==> config.mk <==
export PLATFORM = sky130hd
export DESIGN_NAME = fifo_rd_ctrl
export DESIGN_NICKNAME = d
export VERILOG_FILES = /design/src/rtl/fifo_pkg.sv /design/src/rtl/fifo_rd_ctrl_gray2bin.sv /design/src/rtl/fifo_rd_ctrl.sv
export SDC_FILE = /design/constraint.sdc
export NUM_CORES = 1
export LEC_CHECK = 0
export CAP_MARGIN = 40
export CORE_AREA = 5 5 42 44
export CTS_BUF_LIST = sky130_fd_sc_hd__clkbuf_8 sky130_fd_sc_hd__clkbuf_16
export DETAILED_ROUTE_END_ITERATION = 8
export DIE_AREA = 0 0 47 49
export PLACE_DENSITY_LB_ADDON = 0.05
export SYNTH_ARGS = -nofsm -noshare
export SYNTH_HDL_FRONTEND = slang
export SYNTH_HIERARCHICAL = 1
export SYNTH_SLANG_ARGS = --single-unit
==> constraint.sdc <==
create_clock -name clk -period 3.57 [get_ports clk]
set_input_delay 0.714 -clock clk [delete_from_list [all_inputs] [get_ports clk]]
set_output_delay 0.714 -clock clk [all_outputs]
set_load 0.02 [all_outputs]
==> src/rtl/fifo_pkg.sv <==
// -----------------------------------------------------------------------------
// fifo_pkg
// Shared helpers for the async FIFO read-side controller.
//   ptr_width() : pointer width derived from the address width (one extra
//                 wrap bit so that full and empty can be told apart).
//   bin2gray()  : binary to reflected-gray conversion.
//   gray2bin()  : reflected-gray to binary conversion.
// The conversions work on a 32-bit container. Callers zero-extend narrower
// values and truncate the result. Zero upper bits pass through both
// conversions unchanged.
// Optional feature macro used by the importing files: FIFO_RD_LEVEL_EN.
// -----------------------------------------------------------------------------
package fifo_pkg;

    function automatic int ptr_width(input int addr_width);
        return addr_width + 1;
    endfunction

    function automatic logic [31:0] bin2gray(input logic [31:0] bin);
        return bin ^ (bin >> 1);
    endfunction

    // Each binary bit is the XOR of all gray bits at or above it.
    function automatic logic [31:0] gray2bin(input logic [31:0] gray);
        logic [31:0] bin;
        bin[31] = gray[31];
        for (int i = 30; i >= 0; i--) begin
            bin[i] = bin[i+1] ^ gray[i];
        end
        return bin;
    endfunction

endpackage

==> src/rtl/fifo_rd_ctrl_gray2bin.sv <==
// -----------------------------------------------------------------------------
// gray2bin
// Combinational gray-to-binary converter of parameterized width (WIDTH <= 32).
// The top instantiates it only when FIFO_RD_LEVEL_EN is defined.
// Ports:
//   gray : gray-coded input value
//   bin  : binary equivalent
// -----------------------------------------------------------------------------
module gray2bin #(
    parameter int WIDTH = 5
) (
    input  logic [WIDTH-1:0] gray,
    output logic [WIDTH-1:0] bin
);

    assign bin = WIDTH'(fifo_pkg::gray2bin(32'(gray)));

endmodule

==> src/rtl/fifo_rd_ctrl.sv <==
// -----------------------------------------------------------------------------
// fifo_rd_ctrl
// Read-side pointer and flag controller for an asynchronous (gray-pointer)
// FIFO. It keeps a binary read pointer and a gray copy for the write domain.
// It also produces a registered empty flag and an error pulse when a read is
// requested while the FIFO is empty.
//
// Optional feature: define FIFO_RD_LEVEL_EN to build the occupancy output,
// the almost-empty flag and the write-pointer gray-to-binary converter.
//
// Ports:
//   clk            : read-domain clock, rising edge
//   reset_n        : async active-low reset. Release must already be
//                    synchronous to clk.
//   i_rd_en        : read request from the consumer
//   i_wr_ptr_sync  : gray write pointer, already synchronized into clk
//   o_rd_addr      : binary RAM read address (head entry)
//   o_rd_ptr       : gray read pointer for the write domain
//   o_empty        : FIFO empty flag
//   o_rd_err       : one-cycle pulse on a read request while empty
//   o_rd_level     : read-side occupancy        (FIFO_RD_LEVEL_EN only)
//   o_almost_empty : occupancy <= threshold     (FIFO_RD_LEVEL_EN only)
//
// Handshake: i_rd_en acts as valid and !o_empty acts as ready. A read
// transfers on exactly those rising edges where i_rd_en && !o_empty. A
// request seen while o_empty is high is dropped and flagged on o_rd_err.
// -----------------------------------------------------------------------------
module fifo_rd_ctrl
    import fifo_pkg::*;
#(
    parameter int ADDR_WIDTH          = 4,
    parameter int ALMOST_EMPTY_THRESH = 2
) (
    input  logic                  clk,
    input  logic                  reset_n,
    input  logic                  i_rd_en,
    input  logic [ADDR_WIDTH:0]   i_wr_ptr_sync,
    output logic [ADDR_WIDTH-1:0] o_rd_addr,
    output logic [ADDR_WIDTH:0]   o_rd_ptr,
    output logic                  o_empty,
    output logic                  o_rd_err
`ifdef FIFO_RD_LEVEL_EN
    ,
    output logic [ADDR_WIDTH:0]   o_rd_level,
    output logic                  o_almost_empty
`endif
);

    localparam int PW = ptr_width(ADDR_WIDTH);

    logic [PW-1:0] rd_bin;
    logic [PW-1:0] rd_bin_next;
    logic [PW-1:0] rd_gray_next;
    logic          rd_accept;
    logic          empty_next;
    logic          rd_err_next;

    always_comb begin
        rd_accept    = i_rd_en & ~o_empty;
        // The pointer wraps naturally modulo 2^PW. The MSB is the wrap bit.
        rd_bin_next  = rd_bin + PW'(rd_accept);
        rd_gray_next = PW'(bin2gray(32'(rd_bin_next)));
        // The full-width compare keeps a full FIFO (MSBs differ) from
        // looking empty.
        empty_next   = (rd_gray_next == i_wr_ptr_sync);
        rd_err_next  = i_rd_en & o_empty;
    end

    always_ff @(posedge clk or negedge reset_n) begin
        if (!reset_n) begin
            rd_bin   <= '0;
            o_rd_ptr <= '0;
            o_empty  <= 1'b1;
            o_rd_err <= 1'b0;
        end else begin
            rd_bin   <= rd_bin_next;
            o_rd_ptr <= rd_gray_next;
            o_empty  <= empty_next;
            o_rd_err <= rd_err_next;
        end
    end

    // The head entry is always at the low bits of the registered pointer.
    assign o_rd_addr = rd_bin[ADDR_WIDTH-1:0];

`ifdef FIFO_RD_LEVEL_EN
    localparam logic [PW-1:0] AE_THRESH = PW'(ALMOST_EMPTY_THRESH);

    logic [PW-1:0] wr_bin;
    logic [PW-1:0] level_next;

    gray2bin #(
        .WIDTH(PW)
    ) u_wr_gray2bin (
        .gray(i_wr_ptr_sync),
        .bin (wr_bin)
    );

    // Level is computed against the post-read pointer, so it matches the
    // registered o_empty on the same edge.
    assign level_next = wr_bin - rd_bin_next;

    always_ff @(posedge clk or negedge reset_n) begin
        if (!reset_n) begin
            o_rd_level     <= '0;
            o_almost_empty <= 1'b1;
        end else begin
            o_rd_level     <= level_next;
            o_almost_empty <= (level_next <= AE_THRESH);
        end
    end
`else
    // The threshold only matters when the level logic is built.
    logic [31:0] unused_thresh;
    assign unused_thresh = 32'(ALMOST_EMPTY_THRESH);
`endif

endmodule

==> impl_metrics.json <==
{
  "grtUsageTotal_pct": 11.3,
  "clkPwrFrac_pct": 14.7,
  "status": "completed",
  "layout.nets": 72,
  "finalClockSkew_ns": 0.00142,
  "powerDensity_nw_per_um2": 1080,
  "cts.sinks": 11,
  "h-tree-depth": 1,
  "area_growth_pct": 48.4,
  "ctsHoldBuffers": 0,
  "ir_worst_vdd_mv": 0.449,
  "grt_overflow": 0,
  "drtIter0Drc": 0,
  "leakage_nw": 0.322,
  "cts-resized-gates": 0,
  "period_share_pct": 74.3,
  "wirelength_um": 1040,
  "vias_per_cell": 4.57,
  "vias": 352,
  "grt_pass1_vias": 424,
  "drc": 0,
  "whs_ns": 0.554,
  "antenna_found_initial": 0,
  "path_class": "input pin to flop",
  "drv_slew": 0,
  "power_frac_comb_pct": 55.8,
  "synth_seq_area_share_pct": 54.6,
  "wl_per_cell_um": 13.6,
  "coreArea_um2": 1400,
  "rsz0062_at_grt": "no",
  "layout.cells.non_filler": 77,
  "die-area_um2": 2300,
  "drtPass1Iterations": 1,
  "crit_path_max_fanout": 5,
  "cts_buffer_depth": 2,
  "internal-power_w": 0.000494,
  "p_sw_w": 0.000319,
  "cts_tree": "done",
  "hold_viol": 0,
  "relSlewSlack_pct": 68.1,
  "tightestPinTransition_ns": 0.476,
  "final-setup-viol-count": 0,
  "clk_pin_slew_ns": 0.05,
  "fin_util_pct": 53.7,
  "ys_types": 16,
  "layout_common_cells": "18 x clkdlybuf4s50_1, 10 x dfrtp_1, 8 x xor2_1, 6 x xnor2_1, 3 x clkbuf_8",
  "num_antenna_cells": 0,
  "grt_pass1_wl_um": 1770,
  "pwr-share-seq_pct": 29.5,
  "ctsRootBufferMaster": "clkbuf_8",
  "finalCriticalPeriod_ns": 2.65,
  "yosys_warnings": 6,
  "syn-cell-area_um2": 507,
  "critPathRequiredTime_ns": 3.71,
  "syn_nets": 49,
  "reg2reg_slack_ns": 1.46,
  "fp.dieW_um": 47,
  "mostFrequentLayoutCell": "clkdlybuf4s50_1",
  "hpwl_um": 851,
  "postSynthAreaPerCell_um2": 13.0,
  "syn_inst": 39,
  "start_util_pct": 36.2,
  "insertion_delay_ns": 0.24,
  "rows": 14,
  "dp_cells": 73,
  "fmax_mhz": 377,
  "die_y_um": 49,
  "cts_buffers": 3,
  "ios": 19,
  "worstSetupStartpointType": "input pin",
  "end_kind": "flop",
  "grt_max_degree": 12,
  "cts_setup_buffers": 0,
  "drive_gt1_share_pct": 9.84,
  "cap_violations": 0,
  "antenna_left": 0,
  "crit_arrival_ns": 2.79,
  "gp_congestion": 0.680,
  "p_sw_share_pct": 39.3,
  "port_buffers": 18,
  "finalSetupTns_ns": 0,
  "yosys_register_bits": 11,
  "hold_class": "flop to flop"
}
## critical path, cell delays in order
cell,delay [ns]
clkdlybuf4s50_1,0.46
nor2b_1,0.15
ha_1,0.25
ha_1,0.28
xor2_1,0.33
xnor2_1,0.19
mux2i_1,0.12
nor4_1,0.30
## area by class of cell
class                           instances  area [µm²]
Tap cell                               16        20.0
Fill cell                             127         649
Timing Repair Buffer                   18         180
Clock inverter                          1        3.75
Sequential cell                        11         277
Clock buffer                            3        41.3
Multi-Input combinational cell         28         230
## power by group through the flow
stage	clock network, W	registers (W)	logic [W]
floorplan	0	0.000312	0.000217
global placement	0	0.000237	0.000450
detailed placement	0	0.000244	0.000460
CTS	0.000123	0.000241	0.000463
global route	0.000128	0.000249	0.000491
finish	0.000119	0.000240	0.000454
## synth_stat cells
| master | count | area [µm²] |
|---|---|---|
| mux2i_1 | 1 | 10.0 |
| nor4_1 | 1 | 6.26 |
| nor2_1 | 1 | 3.75 |
| a21boi_0 | 1 | 7.51 |
| ha_1 | 2 | 25.0 |
| nand4_1 | 1 | 6.26 |
| and3_2 | 1 | 7.51 |
| dfstp_2 | 1 | 26.3 |
| xor2_1 | 8 | 70.1 |
| a21boi_2 | 1 | 11.3 |
| xnor2_1 | 6 | 52.6 |
| nor2b_1 | 1 | 6.26 |
| o22ai_1 | 1 | 6.26 |
| and2_1 | 2 | 12.5 |
| dfrtp_1 | 10 | 250 |
| nand3_1 | 1 | 5.00 |
## cell families (layout without fill, tap and decap cells)
logic type | count (synthesis) | in the layout | share of synthesized area (%)
AND/OR/NAND/NOR | 8 | 8 | 9.38
flip-flops | 11 | 11 | 54.6
multiplexers | 1 | 1 | 1.98
adder cells (fa/ha/maj) | 2 | 2 | 4.94
AO/OA/AOI/OAI | 3 | 3 | 4.94
XOR/XNOR | 14 | 14 | 24.2
buffers and inverters | 0 | 22 | 0
## sequential cells by signal (all words and copies together) (netlist names)
signal / count
o_rd_ptr: 5
rd_bin: 4
o_empty: 1
o_rd_err: 1
## final timing paths
check / cells past startpoint / startpoint / endpoint
hold reg to reg: 1 / o_rd_ptr[4] / o_rd_ptr[3]
max in group asynchronous: 1 / reset_n / o_empty
setup / recovery: 8 / i_rd_en / o_empty
setup reg to reg: 7 / o_empty / o_empty
hold / removal: 1 / o_rd_ptr[4] / o_rd_ptr[3]
min in group asynchronous: 1 / reset_n / o_rd_ptr[2]
## metrics by stage
stage / total power, W / setup WS, ns / area [µm²]
finish: 0.000813 / 0.918 / 752
global placement: 0.000687 / 0.705 / 707
floorplan: 0.000528 / 1.41 / 507
global route: 0.000868 / 0.715 / 752
CTS: 0.000827 / 0.873 / 752
detailed placement: 0.000704 / 0.690 / 707
## routing by layer
| metal | up-vias | routed length, µm | track usage (%) |
|---|---|---|---|
| li1 | 176 | - | - |
| met1 | 157 | 361 | 11.5 |
| met2 | 15 | 536 | 17.9 |
| met3 | 4 | 111 | 4.43 |
| met4 | 0 | 34 | 8.29 |
| met5 | - | 0 | 0 |
Note: power is estimated with default switching activity, not from simulation.
